**src/rtl/fetch_aligner.sv**
```systemverilog
// Realigns 32-bit fetch words into whole RV32IC instructions (16- or 32-bit) for the decoder.
// Optional decoder-stall counter enabled by defining FETCH_ALIGN_PERF_EN.
module fetch_aligner #(
    parameter logic [31:0] RESET_PC = 32'h0000_0000,
    parameter int unsigned QDEPTH   = 4
) (
    input  logic        clk,
    input  logic        reset,

    output logic [31:0] o_fetch_addr,
    input  logic [31:0] i_fetch_data,
    input  logic        i_fetch_valid,
    output logic        o_fetch_ready,

    input  logic        i_redirect,
    input  logic [31:0] i_redirect_pc,

    output logic        o_valid,
    input  logic        i_ready,
    output logic [31:0] o_instr,
    output logic        o_compressed,
    output logic [31:0] o_pc,
    output logic [31:0] o_stall_cnt
);

    // A word is accepted only if two free slots remain after this cycle's pop.
    localparam logic [2:0] FillLimit = 3'(QDEPTH - 2);

    logic [3:0][15:0] q_q, q_d, q_shift;
    logic [2:0]       count_q, count_d;
    logic [31:0]      head_pc_q, head_pc_d;
    logic [31:0]      fetch_addr_q, fetch_addr_d;
    logic             drop_lo_q, drop_lo_d;

    logic       head_comp;
    logic [2:0] need;
    logic       pop;
    logic [2:0] pop_n;
    logic [2:0] after_pop;
    logic       push;
    logic [2:0] push_n;
    logic       unused_redirect_lsb;

    assign unused_redirect_lsb = i_redirect_pc[0];

    assign head_comp = (q_q[0][1:0] != 2'b11);
    assign need      = head_comp ? 3'd1 : 3'd2;
    assign o_valid   = !i_redirect && (count_q >= need);

    assign pop       = o_valid && i_ready;
    assign pop_n     = pop ? need : 3'd0;
    assign after_pop = count_q - pop_n;

    assign o_fetch_ready = !i_redirect && (after_pop <= FillLimit);
    assign push          = i_fetch_valid && o_fetch_ready;
    assign push_n        = !push ? 3'd0 : (drop_lo_q ? 3'd1 : 3'd2);

    assign o_fetch_addr = fetch_addr_q;
    assign o_pc         = head_pc_q;
    assign o_compressed = o_valid && head_comp;
    assign o_instr      = !o_valid ? 32'h0 :
                          (head_comp ? {16'h0, q_q[0]} : {q_q[1], q_q[0]});

    // Shift out popped halfwords, then append the new word behind what remains.
    assign q_shift = q_q >> {pop_n, 4'b0000};

    always_comb begin
        q_d = q_shift;
        for (int i = 0; i < 4; i++) begin
            if (push && drop_lo_q && (after_pop == 3'(i))) begin
                q_d[i] = i_fetch_data[31:16];
            end
            if (push && !drop_lo_q && (after_pop == 3'(i))) begin
                q_d[i] = i_fetch_data[15:0];
            end
            if (push && !drop_lo_q && ((after_pop + 3'd1) == 3'(i))) begin
                q_d[i] = i_fetch_data[31:16];
            end
        end
    end

    always_comb begin
        count_d      = after_pop + push_n;
        head_pc_d    = head_pc_q + {28'd0, pop_n, 1'b0};
        fetch_addr_d = push ? (fetch_addr_q + 32'd4) : fetch_addr_q;
        drop_lo_d    = push ? 1'b0 : drop_lo_q;
        if (i_redirect) begin
            count_d      = 3'd0;
            head_pc_d    = {i_redirect_pc[31:1], 1'b0};
            fetch_addr_d = {i_redirect_pc[31:2], 2'b00};
            drop_lo_d    = i_redirect_pc[1];
        end
    end

    always_ff @(posedge clk or negedge reset) begin
        if (!reset) begin
            q_q          <= '0;
            count_q      <= 3'd0;
            head_pc_q    <= RESET_PC;
            fetch_addr_q <= {RESET_PC[31:2], 2'b00};
            drop_lo_q    <= RESET_PC[1];
        end else begin
            q_q          <= q_d;
            count_q      <= count_d;
            head_pc_q    <= head_pc_d;
            fetch_addr_q <= fetch_addr_d;
            drop_lo_q    <= drop_lo_d;
        end
    end

`ifdef FETCH_ALIGN_PERF_EN
    logic [31:0] stall_cnt_q;

    always_ff @(posedge clk or negedge reset) begin
        if (!reset) begin
            stall_cnt_q <= 32'h0;
        end else if (o_valid && !i_ready && (stall_cnt_q != 32'hFFFF_FFFF)) begin
            stall_cnt_q <= stall_cnt_q + 32'd1;
        end
    end

    assign o_stall_cnt = stall_cnt_q;
`else
    assign o_stall_cnt = 32'h0;
`endif

endmodule

```
**config.mk**
```make
export PLATFORM = sky130hd
export DESIGN_NAME = fetch_aligner
export DESIGN_NICKNAME = d
export VERILOG_FILES = /design/src/rtl/fetch_aligner.sv
export SDC_FILE = /design/constraint.sdc
export NUM_CORES = 1
export LEC_CHECK = 0
export ABC_CLOCK_PERIOD_IN_PS = 15050
export CAP_MARGIN = 5
export CORE_MARGIN = 2
export CORE_UTILIZATION = 55
export DETAILED_ROUTE_END_ITERATION = 10
export DONT_BUFFER_PORTS = 1
export PLACE_DENSITY = 0.66
export SYNTH_ARGS = -nofsm -noshare
export SYNTH_HDL_FRONTEND = slang
export SYNTH_SLANG_ARGS = --single-unit
```
**constraint.sdc**
```tcl
create_clock -name clk -period 15.05 [get_ports clk]
set_clock_uncertainty 0.2 [all_clocks]
set_input_delay 4.515 -clock clk [delete_from_list [all_inputs] [get_ports clk]]
set_output_delay 4.515 -clock clk [all_outputs]
set_load 0.03 [all_outputs]
```
==> results_dict.tcl, run 1 <==
set metrics [dict create \
    clkTransAtPathRegs_ps 50 \
    hold_violations 0 \
    cp-start-kind "primary input" \
    syn_to_final_growth_pct 6.48 \
    syn_inst 811 \
    initial_core_util_pct 56.1 \
    hold_slack_ps 315 \
    gp_congestion 0.828 \
    grt_pass1_vias 6239 \
    ant_nets 0 \
    crit_path_max_fanout 63 \
    ys_async_sr_fraction_pct 100 \
    grt_pass1_wl_um 33100 \
    rsz0062_at_grt "no" \
    drv_slew 0 \
    netlist-cell-type-count 49 \
    cts_setup_buffers 0 \
    dp.cells 952 \
    n_antenna_cell 0 \
    rows 43 \
    synth_top_area_share_pct 41.6 \
    io_buffers 0 \
    status "complete, no violations" \
    synth_area_per_cell_um2 9.57 \
    syn_area_um2 7760 \
    final.setup.tns_ps 0 \
    synth-seq-cells 129 \
    fin_nets 870 \
    cts.hold.buffers_added 0 \
    layout_commonest_cell "dfrtp_1" \
    cp.required_ps 10340 \
    drt_first_pass_iters 5 \
    holdPathStages 1 \
    seq_area_frac_synth_pct 41.6 \
    cap_violations 0 \
    drc 0 \
    slew_headroom_pct 17.5 \
    cts_sinks 129 \
    cts_buffer_depth 2 \
    hp-class "reg -> reg" \
    clk_latency_ps 420 \
    die-width_um 123 \
    power_density_nw_per_um2 173 \
    grt_overflow_total 0 \
    worstRegToRegCells 16 \
    fin_util_pct 59.8 \
    cts_buffers 17 \
    wl_um 21300 \
    synth_ff_type "dfrtp_1" \
    power_leakage_nw 3.55 \
    core_um2 13800 \
    synth_edf_count 0 \
    vias_per_cell 6.46 \
    max_freq_mhz 80.5 \
    grtUsageTotal_pct 28.6 \
    critPathCaptureType "output port" \
    h-tree-depth 4 \
    dieHeight_um 123 \
    final_cell_mix "dfrtp_1, mux2i_1, nand2_1" \
    nFillCells 1189 \
    drt_iter0_drc 577 \
    period_needed_ps 12430 \
    grt_max_degree 130 \
    worstSetupPathType "in -> out" \
    fin_crit_sh_pct 82.6 \
    synth_warnings 0 \
    finalSetupViolCount 0 \
    antenna_found_initial 0 \
    cts_resized 0 \
    place_hpwl_um 13900 \
    cts_root_buffer "clkbuf_16" \
    synth_area_leaders "dfrtp_1, mux2i_1, o21ai_0" \
    dieArea_um2 15100 \
    ioPinCount 200 \
    dr_total_vias 6309 \
    finalPower_mw 1.43 \
    peakVddDrop_uv 83.1 \
    wl_per_cell_um 21.8 \
    fin_cells 977 \
    cts_tree "built" \
    layout-drive-gt1-share_pct 8.66 \
    tightest_slew_ps 1230 \
    synth_top_area_cell "dfrtp_1" \
    arrival_ps 7710 \
]
## kinds of logic (layout without fill, tap and decap cells)
family	count (synthesis)	after routing	share of synthesized area, %
xor+xnor	44	44	4.97
buf+inv	99	51	6.69
flops	129	129	41.6
other cells	1	35	0.0483
mux	74	74	9.71
simple gates	266	266	17.5
fa+ha+maj	10	10	1.90
compound gates	188	188	17.6
## routing by layer
metal / track usage (%) / vias up / share of wire, %
li1: - / 2853 / -
met1: 34.8 / 3116 / 38
met2: 47.2 / 304 / 50
met3: 9.01 / 36 / 9.9
met4: 11.1 / 0 / 2.1
met5: 0 / - / 0
## cells in the mapped netlist (all sizes together) (7+ instances only)
master	n
dfrtp	129
mux2i	64
nand2	62
o21ai	56
buf	53
nor2	50
nand3	44
and2	38
clkbuf	32
xnor2	26
o211ai	22
o311ai	20
a22o	18
xor2	18
a22oi	16
nor3	16
nand4	15
o221a	15
o2bb2ai	15
inv	14
nor4	13
a21oi	11
mux2	10
ha	7
nor2b	7
## power breakdown
group	internal, mW	leakage, nW	switching [mW]
sequential	0.441	1.60	0.134
combinational	0.190	1.70	0.300
clock	0.228	0.247	0.139
## through the flow
stage | instance area (µm²) | setup slack, ps
floorplan | 7890 | 2850
global placement | 7760 | 2650
detailed placement | 7760 | 2600
CTS | 8260 | 2600
global route | 8260 | 2460
finish | 8260 | 2620
## area by class of cell
type,instances,area [µm²],share of cell area (%)
inverters,14,52.6,0.636
clock inverters,2,35.0,0.424
repair buffers,12,90.1,1.09
clock buffers,23,468,5.66
flip-flops and latches,129,3230,39.1
well taps,180,225,2.73
multi-input cells,617,4160,50.4
## state kept, by name (all words and copies together) (netlist names)
signal,cells
o_pc,31
drop_lo_q,1
o_fetch_addr,30
count_q,3
q_q,64
## critical path, stage by stage
cell and delay, ps:
nand2b_1 180, o22ai_4 90, buf_4 420, and2_1 190, buf_4 270, nand3_1 240
fa_1 640, nor2b_1 310, nor3_1 820
## worst paths after layout
path,from,endpoint,slack (ps)
setup / recovery,i_redirect,o_fetch_ready,2620
min in group asynchronous,reset,o_pc[17]$_DFF_PN0_,3590
setup reg to reg,q_q[0]$_DFFE_PN0P_,q_q[23]$_DFFE_PN0P_,9550
hold reg to reg,q_q[25]$_DFFE_PN0P_,q_q[25]$_DFFE_PN0P_,310
hold / removal,q_q[25]$_DFFE_PN0P_,q_q[25]$_DFFE_PN0P_,310
max in group asynchronous,reset,q_q[21]$_DFFE_PN0P_,10900
Note: power is estimated with default switching activity, not from simulation.
==> run 2, diff against run 1 <==
ABC_CLOCK_PERIOD_IN_PS = 11950   (was 15050)
clock period = 11.95 ns   (was 15.05 ns; I/O delays follow)
==> run 2 against run 1 <==
  * Critical path depth did not move
  * Critical endpoint unchanged
  * Non-clock buffer count fell by 1
  * Worst hold slack got worse by 1.8 ps
==> results_dict.tcl, run 2 (same netlist as run 1, synthesis figures left out) <==
set metrics [dict create \
    status "complete, no violations" \
    top_register "q_q" \
    p_switching_mw 0.733 \
    initial_core_util_pct 56.1 \
    grt_pass1_vias 6094 \
    crit_path_max_fanout 63 \
    ioPinCount 200 \
    cp-start-kind "primary input" \
    dr_total_vias 6308 \
    cts_sinks 129 \
    clk_latency_ps 430 \
    layout_commonest_cell "dfrtp_1" \
    largest_register_ffs 64 \
    peakVddDrop_uv 122 \
    cts.hold.buffers_added 0 \
    swShare_pct 39.3 \
    core_um2 13800 \
    grt_max_degree 130 \
    cts_setup_buffers 0 \
    cts_resized 0 \
    rsz0062_at_grt "no" \
    seqPwrFrac_pct 39.2 \
    drc 0 \
    cp.required_ps 8170 \
    final.setup.tns_ps 0 \
    slew_headroom_pct 22.2 \
    comb_power_share_pct 32.7 \
    cts_tree "built" \
    antenna_found_initial 0 \
    tightest_slew_ps 1160 \
    wl_per_cell_um 21.6 \
    n_antenna_cell 0 \
    finalSetupViolCount 0 \
    critPathCaptureType "output port" \
    drt_first_pass_iters 5 \
    die-width_um 123 \
    syn_to_final_growth_pct 7.51 \
    hold_slack_ps 313 \
    arrival_ps 6360 \
    power_leakage_nw 3.59 \
    cap_violations 0 \
    grt_pass1_wl_um 32700 \
    ant_nets 0 \
    intPower_mw 1.13 \
    dieArea_um2 15100 \
    cts_buffer_depth 2 \
    clkTransAtPathRegs_ps 50 \
    grtUsageTotal_pct 28.4 \
    cts_root_buffer "clkbuf_16" \
    io_buffers 0 \
    drt_iter0_drc 478 \
    gp_congestion 0.826 \
    max_freq_mhz 98.6 \
    drv_slew 0 \
    power_density_nw_per_um2 223 \
    fin_nets 869 \
    vias_per_cell 6.43 \
    wl_um 21200 \
    dieHeight_um 123 \
    grt_overflow_total 0 \
    hp-class "reg -> reg" \
    cts_buffers 17 \
    fin_util_pct 60.3 \
    hold_violations 0 \
    layout-drive-gt1-share_pct 9.36 \
    worstSetupPathType "in -> out" \
    fin_crit_sh_pct 84.9 \
    rows 43 \
    place_hpwl_um 13800 \
    period_needed_ps 10150 \
    final_cell_mix "dfrtp_1, mux2i_1, nand2_1" \
    clockPowerShare_pct 28.1 \
    h-tree-depth 4 \
]
==> run 2: per-layer routing <==
layer  vias up  track usage (%)  part of all wire, %
li1       2852                -                    -
met1      3147             35.2                   40
met2       274             46.9                   49
met3        35             8.22                  9.2
met4         0             11.0                  2.0
met5         -                0                    0
==> run 2: stage by stage <==
step	instance area (µm²)	total power [mW]	cells	worst slack, ps
floorplan	7890	1.20	845	1610
global placement	7750	1.32	951	1900
detailed placement	7750	1.34	951	1840
CTS	8340	1.86	981	1830
global route	8340	1.96	981	1650
finish	8340	1.86	981	1800
==> run 2: power groups by stage <==
stage          sequential [mW]  clock [mW]  combinational, mW
2_1_floorplan            0.687           0              0.511
3_3_place_gp             0.729           0              0.591
3_5_place_dp             0.735           0              0.605
4_1_cts                  0.730       0.526              0.608
5_1_grt                  0.747       0.550              0.666
6_report                 0.732       0.523              0.609
==> run 2: layout make-up <==
type                       instances  area [µm²]
multi-input combinational        617        4160
tap                              180         225
timing repair buffer              11        82.6
clock buffer                      25         515
fill                            1186        5480
inverter                          14        52.6
sequential                       129        3230
clock inverter                     5        75.1
==> run 2: path summary, 6_finish.rpt <==
kind / startpoint / end / slack, ps / depth (start not counted)
hold reg to reg: q_q[25]$_DFFE_PN0P_ / q_q[25]$_DFFE_PN0P_ / 310 / 1
min in group asynchronous: reset / o_pc[17]$_DFF_PN0_ / 2650 / 0
setup reg to reg: q_q[0]$_DFFE_PN0P_ / q_q[29]$_DFFE_PN0P_ / 6810 / 15
max in group asynchronous: reset / q_q[40]$_DFF_PN0_ / 8690 / 0
hold / removal: q_q[25]$_DFFE_PN0P_ / q_q[25]$_DFFE_PN0P_ / 310 / 1
setup / recovery: i_redirect / o_fetch_ready / 1800 / 9
==> run 2: critical path, stage by stage <==
cell,delay (ps)
nand2b_1,180
o22ai_4,120
and2_1,140
buf_4,270
nand3_1,260
fa_1,720
nor2b_1,680
nor3_1,150
buf_4,210
